==> src/rtl/dbus_arbiter.sv <==
// dbus_arbiter: shares one downstream dbus between the memory stage (port 0) and the page-table walker (port 1).
package dbus_pkg;
  typedef struct packed {
    logic        valid;
    logic [31:0] addr;
    logic [2:0]  size;
    logic [3:0]  strobe;
    logic [31:0] data;
  } dbus_req_t;
  typedef struct packed {
    logic        addr_ok;
    logic        data_ok;
    logic [31:0] data;
  } dbus_resp_t;
endpackage

module dbus_arbiter
  import dbus_pkg::*;
#(
  parameter bit RR_EN = 1'b1
) (
  input  logic       clk,
  input  logic       reset,
  input  dbus_req_t  m0_req,
  output dbus_resp_t m0_resp,
  input  dbus_req_t  m1_req,
  output dbus_resp_t m1_resp,
  output dbus_req_t  dreq,
  input  dbus_resp_t dresp,
  output logic       busy
);
  typedef enum logic {IDLE, BUSY} state_t;
  state_t state, state_n;
  logic gnt, last, abandoned;
  dbus_req_t req_q;
  logic any_v, win, gnt_v, in_busy, sel, fwd;
  assign any_v   = m0_req.valid | m1_req.valid;
  assign win     = (m0_req.valid & m1_req.valid) ? (RR_EN ? ~last : 1'b0) : m1_req.valid;
  assign gnt_v   = gnt ? m1_req.valid : m0_req.valid;
  assign in_busy = state == BUSY;
  always_ff @(posedge clk) state <= reset ? IDLE : state_n;
  always_comb begin
    state_n = state;
    if (state == IDLE) state_n = (any_v & ~dresp.data_ok) ? BUSY : IDLE;
    else state_n = dresp.data_ok ? IDLE : BUSY;
  end
  always_ff @(posedge clk) begin
    if (reset) begin
      gnt       <= 1'b0;
      last      <= 1'b1;
      abandoned <= 1'b0;
      req_q     <= '0;
    end else if (state == IDLE) begin
      if (any_v & dresp.data_ok) last <= win;
      else if (any_v) begin
        req_q <= win ? m1_req : m0_req;
        gnt   <= win;
      end
    end else if (dresp.data_ok) begin
      last      <= gnt;
      abandoned <= 1'b0;
    end else if (!gnt_v) abandoned <= 1'b1;
  end
  // A granted port that drops valid mid-transaction stops seeing handshakes until IDLE.
  always_comb begin
    busy    = ~reset & in_busy;
    sel     = in_busy ? gnt : win;
    fwd     = ~reset & (in_busy ? (~abandoned & gnt_v) : any_v);
    dreq    = reset ? '0 : in_busy ? req_q : any_v ? (win ? m1_req : m0_req) : '0;
    m0_resp = '{addr_ok: fwd & ~sel & dresp.addr_ok, data_ok: fwd & ~sel & dresp.data_ok, data: dresp.data};
    m1_resp = '{addr_ok: fwd & sel & dresp.addr_ok, data_ok: fwd & sel & dresp.data_ok, data: dresp.data};
  end
endmodule

==> config.mk <==
export PLATFORM = sky130hd
export DESIGN_NAME = dbus_arbiter
export DESIGN_NICKNAME = d
export VERILOG_FILES = /design/src/rtl/dbus_arbiter.sv
export SDC_FILE = /design/constraint.sdc
export NUM_CORES = 1
export LEC_CHECK = 0
export BUFFER_PORTS_ARGS = -buffer_cell sky130_fd_sc_hd__buf_2
export CORE_AREA = 4 4 122 124
export DETAILED_ROUTE_END_ITERATION = 7
export DIE_AREA = 0 0 126 128
export GPL_TIMING_DRIVEN = 1
export PLACE_DENSITY_LB_ADDON = 0.15
export SYNTH_ARGS = -nofsm -noshare
export SYNTH_HDL_FRONTEND = slang
export SYNTH_SLANG_ARGS = --single-unit
==> constraint.sdc <==
create_clock -name clk -period 1.73 [get_ports clk]
set_input_delay 0.173 -clock clk [delete_from_list [all_inputs] [get_ports clk]]
set_output_delay 0.173 -clock clk [all_outputs]
set_load 0.02 [all_outputs]
==> results.py, run 1 <==
metrics = {
    "grt": {
        "antenna_found_initial": 0,
        "first_global_vias": 4974,
        "grt_util_all_layers_pct": 19.0,
        "overflow": 0,
        "grt_max_degree": 75,
        "grt_pass1_wl_mm": 25.3,
    },
    "yosys": {
        "synth-seq-cells": 76,
        "synthArstFlopShare_pct": 0,
        "synth_area_um2": 4900,
        "synth_seq_area_share_pct": 31.0,
        "synth_cell_types": 27,
        "synth_edf_count": 0,
        "ys_warn_count": 0,
        "ys.flop_type": "dfxtp_1",
        "netlist_instances": 587,
        "synth_area_per_cell_um2": 8.35,
        "synth_fp_nets": 767,
    },
    "critical_path": {
        "crit_required_ns": 1.56,
        "crit_top_cell": "buf_6",
        "max_stage_delay_ns": 0.34,
        "slowest_stage": "dfxtp_4",
        "cp_cell_sequence": "a21bo_4 > buf_12 > buf_6 > mux2i_4 > o21ai_2 > buf_6",
        "cp_top_family": "buffers and inverters",
        "critPathLaunchType": "flip-flop",
        "crit_fanout": 9,
        "endpoint_kind": "primary output",
        "crit_arrival_ns": 1.71,
        "crit_buf_inv": 3,
        "path_class": "flip-flop to primary output",
    },
    "finish": {
        "fillers": 1302,
        "final_nets": 926,
        "n_antenna_cell": 0,
        "syn2layout_area_growth_pct": 44.3,
        "stdcell_count": 930,
        "drive_above_1_share_pct": 52.5,
    },
    "detailed_routing": {
        "first_iter_violations": 211,
        "routedWlPerCell_um": 18.2,
        "vias_per_cell": 5.25,
        "routed_wl_mm": 16.9,
        "antenna_left": 0,
        "first_pass_iters": 4,
        "route.vias.total": 4881,
        "drc": 0,
    },
    "outcome": {
        "status": "complete, but fails checks",
        "violations": "setup timing",
    },
    "flow_run": {
        "max_cap_viol_count": 0,
    },
    "cts": {
        "hold_buffers": 0,
        "clock_path_buffers": 2,
        "htree_num_levels": 3,
        "cts-root-buf": "clkbuf_16",
        "clock_latency_ns": 0.32,
        "cts_tree": "done",
        "cts.sinks": 76,
        "numCtsBuffers": 9,
        "path_clk_slew_ns": 0.06,
    },
    "die": {
        "fp.dieW_um": 126,
        "initial_core_util_pct": 35.6,
        "fp.coreArea_um2": 13800,
        "dieHeight_um": 128,
        "num_rows": 43,
        "ios": 321,
        "die_area_um2": 16100,
    },
    "hold_path": {
        "hold_path.class": "input pin to flip-flop",
    },
    "pwr": {
        "ir_drop_mv": 0.557,
        "leakagePower_uw": 0.00294,
        "power_density_nw_per_um2": 791,
    },
    "sta": {
        "timing.fmax_ghz": 0.531,
        "setup_violations": 71,
        "final-hold-violation-count": 0,
        "rsz0062_at_grt": "yes",
        "tightest_slew_ns": 0.578,
        "min_period_over_period_pct": 109,
        "setup_slack_ns": -0.153,
        "max_slew_margin_pct": 61.5,
        "layout_min_cycle_time_ns": 1.88,
        "clock_skew_ns": 0.00565,
        "finalMaxSlewViolations": 0,
    },
    "placement": {
        "io_buffers": 224,
        "dp_hpwl_mm": 9.95,
        "preCtsSetupSlack_ns": 0.0190,
        "routabilityCongestion": 0.772,
        "dpl.cell_count": 896,
    },
}
[registers in the layout, indices dropped and copies added, names as in the netlist]
register   cells
gnt            1
req_q         72
abandoned      1
in_busy        1
last           1
[layout make-up]
cell class | count | area (um^2) | share of cell area (%)
Clock buffer | 13 | 250 | 3.54
Sequential cell | 76 | 1530 | 21.6
Clock inverter | 2 | 35.0 | 0.495
Tap cell | 180 | 225 | 3.18
Inverter | 2 | 7.51 | 0.106
Timing Repair Buffer | 269 | 1970 | 27.8
Multi-Input combinational cell | 388 | 3070 | 43.3
[metrics by stage]
step,hold slack (ns),TNS [ns],utilization [%],cell area (um^2),power [uW]
2_1_floorplan,0.250,0,-,4900,3090
3_3_place_gp,0.346,0,41.3,5690,3310
3_5_place_dp,0.346,0,41.3,5690,3340
4_1_cts,0.105,-7.64,48.1,6630,5460
5_1_grt,0.116,-11.76,51.4,7080,5860
6_report,0.114,-7.20,51.4,7080,5590
[per-layer routing]
| layer | global-route usage [%] | routed length [um] | share of wire, % | vias up |
|---|---|---|---|---|
| li1 | - | - | - | 2366 |
| met1 | 22.5 | 6790 | 40 | 2285 |
| met2 | 34.4 | 8660 | 51 | 198 |
| met3 | 4.13 | 1170 | 6.9 | 32 |
| met4 | 6.12 | 286 | 1.7 | 0 |
| met5 | 0 | 0 | 0 | - |
[cell usage after synthesis (2+ instances only)]
cell       n  area, um^2
inv_1      2        7.51
a211oi_1  51         383
mux2i_1   72         721
nand2_1   72         270
nor2_1     5        18.8
buf_2      9        45.0
dfxtp_1   76        1520
nand2b_1   3        18.8
buf_4     64         480
nor3_1     3        15.0
a21oi_1   75         375
a211oi_2  21         263
o21ai_0   64         320
o21ai_1   10        50.1
clkbuf_1  25        93.8
nor2b_1    2        12.5
buf_6     17         191
clkbuf_2   7        35.0
[what timing repair did]
action,CTS,global route
pin swaps,5,12
endpoints found under the setup margin,71,146
gates cloned,7,3
resized for setup,153,108
setup buffers,10,1
endpoints found under the hold margin,0,0
[layout by cell type (no fill, tap or decap), drive strengths merged, types with 5 or more instances in the layout]
| cell type | n |
|---|---|
| nor2 | 5 |
| dfxtp | 76 |
| buf | 266 |
| mux2i | 72 |
| clkbuf | 15 |
| a211oi | 72 |
| o21ai | 74 |
| nand2 | 72 |
| a21oi | 75 |
[worst reg2reg max path, cell delays in order, from the launching register on]
cell	delay [ns]
dfxtp_2	0.32
o21ba_4	0.26
buf_4	0.42
a21oi_1	0.17
a211oi_1	0.24
[cell families after synthesis]
logic type,Yosys count,share of synthesized area (%)
muxes,72,14.7
buffers and inverters,124,17.4
DFF,76,31.0
and+or+nand+nor,88,7.35
AOI/OAI and AO/OA,227,29.5
[power breakdown]
part | internal [uW] | switching [uW]
clock network | 1150 | 675
registers | 1900 | 76.1
logic | 851 | 946
total | 3900 | 1700
[worst paths after layout]
check / startpoint / endpoint / slack [ns] / cells past startpoint
worst min register to register: req_q[71] / req_q[71] / 0.50 / 2
worst max register to register: in_busy / req_q[47] / 0.23 / 4
worst min-delay path: dresp[32] / in_busy / 0.11 / 2
worst max-delay path: last / dreq[62] / -0.15 / 6
No activity file was read; power rests on OpenSTA's default activity.
==> run 2, diff against run 1 <==
CORE_AREA = 4 4 121 123   (was 4 4 122 124)
DIE_AREA = 0 0 125 127   (was 0 0 126 128)
clock period = 1.6 ns   (was 1.73 ns; I/O delays follow)
==> run 2 against run 1 <==
  * Global-route usage down 0.30 points
  * Critical path depth unchanged
  * Clock power up 3%
  * Final cell count up 3.5%
  * Worst hold slack worse by 0.035 ns
  * Critical path type unchanged
  * Largest cell class unchanged
  * The run still ends with setup timing left
==> results.py, run 2 (same netlist as run 1, synthesis figures left out) <==
metrics = {
    "critical_path": {
        "crit_top_cell": "buf_6",
        "crit_arrival_ns": 1.72,
        "max_stage_delay_ns": 0.33,
        "endpoint_kind": "primary output",
        "slowest_stage": "dfxtp_2",
        "critPathLaunchType": "flip-flop",
        "crit_fanout": 7,
        "crit_required_ns": 1.44,
        "cp_cell_sequence": "a21bo_4 > buf_6 > clkbuf_16 > mux2i_4 > o21ai_2 > buf_6",
        "path_class": "flip-flop to primary output",
    },
    "cts": {
        "clock_path_buffers": 2,
        "cts-root-buf": "clkbuf_16",
        "htree_num_levels": 3,
        "cts_tree": "done",
        "numCtsBuffers": 9,
        "path_clk_slew_ns": 0.06,
        "clock_latency_ns": 0.33,
        "cts.sinks": 76,
    },
    "finish": {
        "final_common_cell": "buf_2",
        "stdcell_count": 963,
        "regMostFlops": "req_q",
        "syn2layout_area_growth_pct": 55.0,
        "final_cell_mix": "158 x buf_2, 86 x buf_4, 74 x a21oi_1, 74 x dfxtp_1, 71 x nand2_1",
        "largest_reg_flops": 72,
        "final_nets": 958,
        "regArea_um2": 1520,
        "drive_above_1_share_pct": 57.1,
        "fillers": 1252,
        "final_util_pct": 55.6,
        "multi_input_area_um2": 3250,
        "n_antenna_cell": 0,
    },
    "die": {
        "fp.coreArea_um2": 13700,
        "ios": 321,
        "dieHeight_um": 127,
        "num_rows": 43,
        "die_area_um2": 15900,
        "initial_core_util_pct": 35.9,
        "fp.dieW_um": 125,
    },
    "sta": {
        "finalMaxSlewViolations": 0,
        "clock_skew_ns": 0.00552,
        "tightest_slew_ns": 0.580,
        "timing.fmax_ghz": 0.533,
        "fin_hold_ws_ns": 0.0791,
        "setup_violations": 75,
        "final-hold-violation-count": 0,
        "setup_slack_ns": -0.276,
        "layout_min_cycle_time_ns": 1.88,
        "max_slew_margin_pct": 61.3,
        "min_period_over_period_pct": 117,
        "rsz0062_at_grt": "yes",
    },
    "pwr": {
        "ir_drop_mv": 0.416,
        "power_density_nw_per_um2": 811,
        "power.total_uw": 6160,
        "leakagePower_uw": 0.00310,
    },
    "detailed_routing": {
        "first_iter_violations": 310,
        "vias_per_cell": 5.23,
        "route.vias.total": 5039,
        "first_pass_iters": 4,
        "routedWlPerCell_um": 18.3,
        "drc": 0,
        "routed_wl_mm": 17.7,
        "antenna_left": 0,
    },
    "placement": {
        "dp_hpwl_mm": 9.95,
        "io_buffers": 224,
        "dpl.cell_count": 910,
        "routabilityCongestion": 0.774,
        "preCtsSetupSlack_ns": -0.0877,
    },
    "outcome": {
        "violations": "setup timing",
        "status": "complete, but fails checks",
    },
    "grt": {
        "first_global_vias": 4906,
        "antenna_found_initial": 0,
        "overflow": 0,
        "grt_util_all_layers_pct": 18.7,
        "grt_pass1_wl_mm": 24.7,
        "grt_max_degree": 75,
    },
    "flow_run": {
        "max_cap_viol_count": 0,
    },
    "hold_path": {
        "hold_path.class": "input pin to flip-flop",
    },
}
==> run 2: cell types whose count changed in the layout (fill, tap and decap cells not counted), moves of 5 or more <==
| cell | change |
|---|---|
| buf_2 | -17 |
| mux2i_2 | -6 |
| clkbuf_16 | +5 |
| mux2i_4 | +13 |
| o21ai_1 | -8 |
| buf_6 | +9 |
| mux2i_1 | -7 |
| buf_4 | +37 |
==> run 2: worst paths after layout <==
kind                             endpoint       from  slack (ns)  cells after the start
worst max-delay path             dreq[60]       last       -0.28                      6
worst max register to register  req_q[41]       last        0.06                      7
worst min register to register  req_q[70]  req_q[70]        0.52                      2
worst min-delay path              in_busy  dresp[32]        0.08                      2
==> run 2: per-stage QoR <==
stage          setup TNS [ns]  area, um^2
2_1_floorplan         -0.0109        4900
6_report               -16.30        7600
3_3_place_gp            -2.07        5820
5_1_grt                -21.19        7600
3_5_place_dp            -4.30        5820
4_1_cts                -16.68        6540
==> run 2: where the power goes <==
group / internal, uW / leakage, uW / switching, uW / total, uW
registers: 2050 / 0.000629 / 86.3 / 2140
clock network: 1090 / 0.000127 / 794 / 1880
logic: 1050 / 0.00235 / 1090 / 2140
total: 4190 / 0.00310 / 1970 / 6160
==> run 2: routing by layer <==
metal | wire, um | share of wire, % | track usage (%) | up-vias
met3 | 1550 | 8.8 | 5.73 | 25
met1 | 7100 | 40 | 22.4 | 2350
met4 | 292 | 1.7 | 7.40 | 0
li1 | - | - | - | 2435
met2 | 8720 | 49 | 31.6 | 229
met5 | 0 | 0 | 0 | -
==> run 2: layout make-up <==
cell class	count	share of cell area, %
multi-input cells	388	42.8
inverters	2	0.0988
clock buffers	10	3.15
well taps	180	2.96
flip-flops and latches	76	20.1
repair buffers	301	30.4
clock inverters	6	0.527
==> run 2: timing repair <==
item | CTS | global route
resized for setup | 98 | 212
endpoints found under the setup margin | 147 | 77
setup buffers | 9 | 18
cloned | 4 | 9
endpoints found under the hold margin | 0 | 0
hold buffers | 0 | 0
pin swaps | 4 | 9
==> run 2: critical path, delay by kind of cell, from the launching register on <==
family                 cells  cell delay (ns)
buffers and inverters      3             0.45
multiplexers               1             0.19
flip-flops                 1             0.33
AO/OA/AOI/OAI              2             0.42
